## config.mk

```make
export PLATFORM = sky130hd
export DESIGN_NAME = vec_mem_reader
export DESIGN_NICKNAME = d
export VERILOG_FILES = /design/src/rtl/vec_mem_reader.sv
export SDC_FILE = /design/constraint.sdc
export NUM_CORES = 1
export LEC_CHECK = 0
export ABC_AREA = 1
export ABC_CLOCK_PERIOD_IN_PS = 2100
export BUFFER_PORTS_ARGS = -buffer_cell sky130_fd_sc_hd__buf_2
export CAP_MARGIN = 20
export CORE_UTILIZATION = 55
export DETAILED_ROUTE_END_ITERATION = 10
export GPL_ROUTABILITY_DRIVEN = 0
export PLACE_DENSITY = 0.84
export SKIP_LAST_GASP = 1
export SLEW_MARGIN = 30
export SYNTH_ARGS = -nofsm -noshare
export SYNTH_HDL_FRONTEND = slang
export SYNTH_SLANG_ARGS = --single-unit
```

## constraint.sdc

```tcl
create_clock -name clk -period 2.1 [get_ports clk]
set_clock_uncertainty 0.05 [all_clocks]
set_input_delay 0.105 -clock clk [delete_from_list [all_inputs] [get_ports clk]]
set_output_delay 0.105 -clock clk [all_outputs]
set_load 0.02 [all_outputs]
```

## src/rtl/vec_mem_reader.sv

```systemverilog
// vec_mem_reader: reads numVecs consecutive vectors from data memory and streams them out
// as bytes over valid/ready. Define VMR_CHECKSUM_EN to append an XOR checksum byte.
module vec_mem_reader #(
  parameter int regSize  = 16,
  parameter int vecSize  = 4,
  parameter int addrBits = 8
) (
  input  logic                        clk,
  input  logic                        rst,
  input  logic                        start,
  input  logic [addrBits-1:0]         baseAddr,
  input  logic [addrBits:0]           numVecs,
  output logic                        memRdEn,
  output logic [addrBits-1:0]         memAddr,
  input  logic [vecSize*regSize-1:0]  memRdData,
  output logic [7:0]                  outData,
  output logic                        outValid,
  input  logic                        outReady,
  output logic                        busy,
  output logic                        done
);

  localparam int vecBits  = vecSize * regSize;
  localparam int numBytes = vecBits / 8;
  localparam int cntBits  = $clog2(numBytes + 1);

  localparam logic [cntBits-1:0]  byteInit = cntBits'(numBytes);
  localparam logic [cntBits-1:0]  byteOne  = cntBits'(1);
  localparam logic [addrBits:0]   vecOne   = (addrBits + 1)'(1);
  localparam logic [addrBits-1:0] addrOne  = addrBits'(1);

  typedef enum logic [2:0] {
    IDLE = 3'd0,
    READ = 3'd1,
    WAIT = 3'd2,
    SEND = 3'd3,
`ifdef VMR_CHECKSUM_EN
    CSUM = 3'd4,
`endif
    DONE = 3'd5
  } stateT;

  stateT                state, stateNext;
  logic [addrBits-1:0]  addr, addrNext;
  logic [addrBits:0]    vecCnt, vecCntNext;
  logic [cntBits-1:0]   byteCnt, byteCntNext;
  logic [vecBits-1:0]   shiftReg, shiftNext;
  logic [addrBits-1:0]  memAddrNext;
  logic [7:0]           outDataNext;
  logic                 handshake;

`ifdef VMR_CHECKSUM_EN
  logic [7:0] csum, csumNext;

  function automatic logic [7:0] xorFold(input logic [7:0] acc, input logic [7:0] b);
    return acc ^ b;
  endfunction
`endif

  assign handshake = outValid && outReady;

  // Next-state, datapath and next-output decode
  always_comb begin
    stateNext   = state;
    addrNext    = addr;
    vecCntNext  = vecCnt;
    byteCntNext = byteCnt;
    shiftNext   = shiftReg;
`ifdef VMR_CHECKSUM_EN
    csumNext    = csum;
`endif
    case (state)
      IDLE: begin
        if (start) begin
          addrNext   = baseAddr;
          vecCntNext = numVecs;
`ifdef VMR_CHECKSUM_EN
          csumNext   = 8'h00;
`endif
          stateNext  = (numVecs == '0) ? DONE : READ;
        end else begin
          stateNext = IDLE;
        end
      end
      READ: stateNext = WAIT;
      WAIT: begin
        shiftNext   = memRdData;
        byteCntNext = byteInit;
        stateNext   = SEND;
      end
      SEND: begin
        if (handshake) begin
`ifdef VMR_CHECKSUM_EN
          csumNext    = xorFold(csum, shiftReg[7:0]);
`endif
          shiftNext   = shiftReg >> 8;
          byteCntNext = byteCnt - byteOne;
          if (byteCnt == byteOne) begin
            addrNext   = addr + addrOne;
            vecCntNext = vecCnt - vecOne;
            if (vecCnt != vecOne) begin
              stateNext = READ;
            end else begin
`ifdef VMR_CHECKSUM_EN
              stateNext = CSUM;
`else
              stateNext = DONE;
`endif
            end
          end else begin
            stateNext = SEND;
          end
        end else begin
          stateNext = SEND;
        end
      end
`ifdef VMR_CHECKSUM_EN
      CSUM: begin
        if (handshake) begin
          stateNext = DONE;
        end else begin
          stateNext = CSUM;
        end
      end
`endif
      DONE:    stateNext = IDLE;
      default: stateNext = IDLE;
    endcase

    // Outputs are registered, so they are decoded from the state being entered
    memAddrNext = (stateNext == READ) ? addrNext : '0;
    case (stateNext)
      SEND:    outDataNext = shiftNext[7:0];
`ifdef VMR_CHECKSUM_EN
      CSUM:    outDataNext = csumNext;
`endif
      default: outDataNext = 8'h00;
    endcase
  end

  // State, datapath and output registers with synchronous active-low reset
  always_ff @(posedge clk) begin
    if (!rst) begin
      state    <= IDLE;
      addr     <= '0;
      vecCnt   <= '0;
      byteCnt  <= '0;
      shiftReg <= '0;
`ifdef VMR_CHECKSUM_EN
      csum     <= 8'h00;
`endif
      memRdEn  <= 1'b0;
      memAddr  <= '0;
      outData  <= 8'h00;
      outValid <= 1'b0;
      busy     <= 1'b0;
      done     <= 1'b0;
    end else begin
      state    <= stateNext;
      addr     <= addrNext;
      vecCnt   <= vecCntNext;
      byteCnt  <= byteCntNext;
      shiftReg <= shiftNext;
`ifdef VMR_CHECKSUM_EN
      csum     <= csumNext;
      outValid <= (stateNext == SEND) || (stateNext == CSUM);
`else
      outValid <= (stateNext == SEND);
`endif
      memRdEn  <= (stateNext == READ);
      memAddr  <= memAddrNext;
      outData  <= outDataNext;
      busy     <= (stateNext != IDLE);
      done     <= (stateNext == DONE);
    end
  end

endmodule

```

==> impl_metrics.env <==
export IMPL_status="finished, final reports clean"
export IMPL_fin_crit_ns=1.80
export IMPL_p_per_area_mw_per_mm2=747
export IMPL_die_h_um=96.2
export IMPL_post_cts_setup_buffer_count=0
export IMPL_synth_main_ff_cell="dfxtp_1"
export IMPL_grt_ovfl_total=0
export IMPL_ios=105
export IMPL_netlist_top_cells_area="dfxtp_1 44%, nand2_1 11%, a22oi_2 8.2%"
export IMPL_numCtsBuffers=9
export IMPL_h_tree_depth=3
export IMPL_cts_buffer_depth=2
export IMPL_worst_slew_pin_slew_ns=0.621
export IMPL_path_class="reg -> reg"
export IMPL_fp_dieW_um=96.2
export IMPL_antenna_left=0
export IMPL_synth_area_per_cell_sq_um=7.98
export IMPL_antenna_found_initial=0
export IMPL_drive_gt1_share_pct=24.4
export IMPL_path_max_fanout=35
export IMPL_final_nets=852
export IMPL_cts_resized=0
export IMPL_ys_warn_count=0
export IMPL_crit_chain="inv_1, nor2_4, nand2_4, nor2_8, buf_12, a22oi_1, a21oi_1"
export IMPL_final_util_pct=71.9
export IMPL_finalMaxSlewViolations=0
export IMPL_nFillCells=641
export IMPL_route_vias_total=4844
export IMPL_rsz0062_at_grt="no"
export IMPL_rr_startpoint="state[1]$_SDFF_PN0_"
export IMPL_hold_ws_ns=0.0119
export IMPL_dp_hpwl_um=7790
export IMPL_core_sq_mm=0.00864
export IMPL_grt_max_degree=55
export IMPL_design_area_sq_mm=0.00621
export IMPL_synth_area_sq_mm=0.00488
export IMPL_cts_hold_buf=59
export IMPL_setup_tns_ns=0
export IMPL_slowest_stage="dfxtp_1"
export IMPL_fin_crit_sh_pct=85.6
export IMPL_rr_worst_depth=7
export IMPL_drt_wl_total_um=13100
export IMPL_yosysTopAreaCell="dfxtp_1"
export IMPL_ys_top_cells_by_count="149 x nand2_1, 108 x dfxtp_1, 73 x a21oi_1"
export IMPL_dieArea_sq_mm=0.00926
export IMPL_clock_root_buffer="clkbuf_8"
export IMPL_diodes=0
export IMPL_synth_distinct_cells=30
export IMPL_synth_edff_count=0
export IMPL_synth_seq_cells=108
export IMPL_r2r_slack_ns=0.30
export IMPL_holdPathEnd="shiftReg[46]$_SDFFE_PN0P_"
export IMPL_cp_end_kind="register"
export IMPL_syn_nets=702
export IMPL_vias_per_cell=5.54
export IMPL_start_util_pct=56.5
export IMPL_hold_class="in -> reg"
export IMPL_hp_start="memRdData[46]"
export IMPL_critPathBufInv=2
export IMPL_post_dp_cell_area_sq_mm=0.00542
export IMPL_clock_sinks=108
export IMPL_drt_iter0_markers=227
export IMPL_slew_headroom_pct=58.5
export IMPL_grt_pass1_vias=4695
export IMPL_cpPeakStageDelay_ns=0.41
export IMPL_clock_latency_ns=0.38
export IMPL_routedWlPerCell_um=14.9
export IMPL_hold_depth=3
export IMPL_cts_clk_slew_worst_paths_ns=0.12
export IMPL_cp_required_ns=2.36
export IMPL_row_count=34
export IMPL_timing_fmax_mhz=556
export IMPL_synthArstFlopShare_pct=0
export IMPL_cts_tree="done"
export IMPL_cp_top_family="simple AND/OR/NAND/NOR gates"
export IMPL_grt_total_usage_pct=28.7
export IMPL_drc=0
export IMPL_synth_most_common_cell="nand2_1"
export IMPL_crit_path_start_kind="register"
export IMPL_setup_viol=0
export IMPL_irDropWorstVdd_mv=0.497
export IMPL_r2r_end="shiftReg[42]$_SDFFE_PN0P_"
export IMPL_cap_violations=0
export IMPL_io_buffers=104
export IMPL_finalHoldViolations=0
export IMPL_arrival_ns=2.06
export IMPL_p_leak_uw=0.00269
export IMPL_yosysSeqAreaShare_pct=44.3
export IMPL_drt_pass1_iter_count=5
export IMPL_syn_inst=612
export IMPL_synth_top_area_share_pct=44.3
export IMPL_syn_to_final_growth_pct=27.1
export IMPL_grt_pass1_wl_um=20700
==> registers in the layout, indices dropped and copies added (netlist names) <==
name      flops
addr          8
busy          1
byteCnt       4
done          1
memAddr       8
memRdEn       1
outData       8
outValid      1
shiftReg     64
state         3
vecCnt        9
==> power by group <==
part / switching (uW) / internal, uW
clock: 790 / 471
combinational: 609 / 426
sequential: 122 / 2220
==> metrics by stage <==
stage | setup WS [ns] | total power, uW | std cells
after detailed placement | 0.394 | 3300 | 800
after CTS | 0.368 | 4610 | 875
after global routing | 0.160 | 4850 | 875
final | 0.301 | 4640 | 875
after global placement | 0.463 | 3270 | 800
after floorplan | 0.549 | 3060 | 612
==> worst max path at each step <==
stage	from	endpoint	slack [ns]	cells past startpoint
5_1_grt	state[1]$_SDFF_PN0_	shiftReg[42]$_SDFFE_PN0P_	0.16	7
2_1_floorplan	outValid$_SDFF_PN0_	shiftReg[4]$_SDFF_PN0_	0.55	8
3_3_place_gp	state[1]$_SDFF_PN0_	shiftReg[44]$_SDFFE_PN0P_	0.46	7
6_report	state[1]$_SDFF_PN0_	shiftReg[42]$_SDFFE_PN0P_	0.30	7
4_1_cts	state[1]$_SDFF_PN0_	shiftReg[46]$_SDFFE_PN0P_	0.37	7
3_5_place_dp	state[1]$_SDFF_PN0_	shiftReg[46]$_SDFFE_PN0P_	0.39	7
==> tightest hold or removal path, cell delays in order <==
cell	delay [ns]
buf_2	0.09
a22oi_1	0.08
a21oi_1	0.13
==> placed cells by master (no fill, tap or decap), types with 3 or more instances in the layout <==
cell type,count
a21oi_1,73
a22oi_1,26
a22oi_2,32
buf_12,3
buf_2,104
buf_4,4
clkbuf_8,9
dfxtp_1,108
dlygate4sd3_1,59
ha_1,5
inv_1,45
inv_2,6
inv_6,4
nand2_1,149
nand2_2,5
nand2_4,5
nand3_1,27
nand4_1,3
nor2_1,56
nor3_1,6
o21ai_0,18
==> cell families (layout without fill, tap and decap cells) <==
group	Yosys count	count (layout)	synth area share [%]
flip-flops	108	108	44.3
AND/OR/NAND/NOR	260	260	23.4
buffers and inverters	83	238	8.38
AO/OA/AOI/OAI	156	156	22.7
adder cells (fa/ha/maj)	5	5	1.28
==> per-layer routing <==
layer / up-vias / GRT usage, % / part of all wire [%]
li1: 2336 / - / -
met1: 2240 / 32.0 / 39
met2: 209 / 50.1 / 51
met3: 59 / 7.58 / 5.9
met4: 0 / 14.6 / 4.1
met5: - / 0 / 0
==> layout make-up <==
class / count / area [sq um] / share of cell area [%]
Clock buffer: 9 / 124 / 2.00
Clock inverter: 7 / 76.3 / 1.23
Tap cell: 108 / 135 / 2.18
Sequential cell: 108 / 2160 / 34.8
Multi-Input combinational cell: 421 / 2310 / 37.2
Inverter: 52 / 198 / 3.18
Timing Repair Buffer: 170 / 1200 / 19.4
Power figures use the tool's default switching activity.
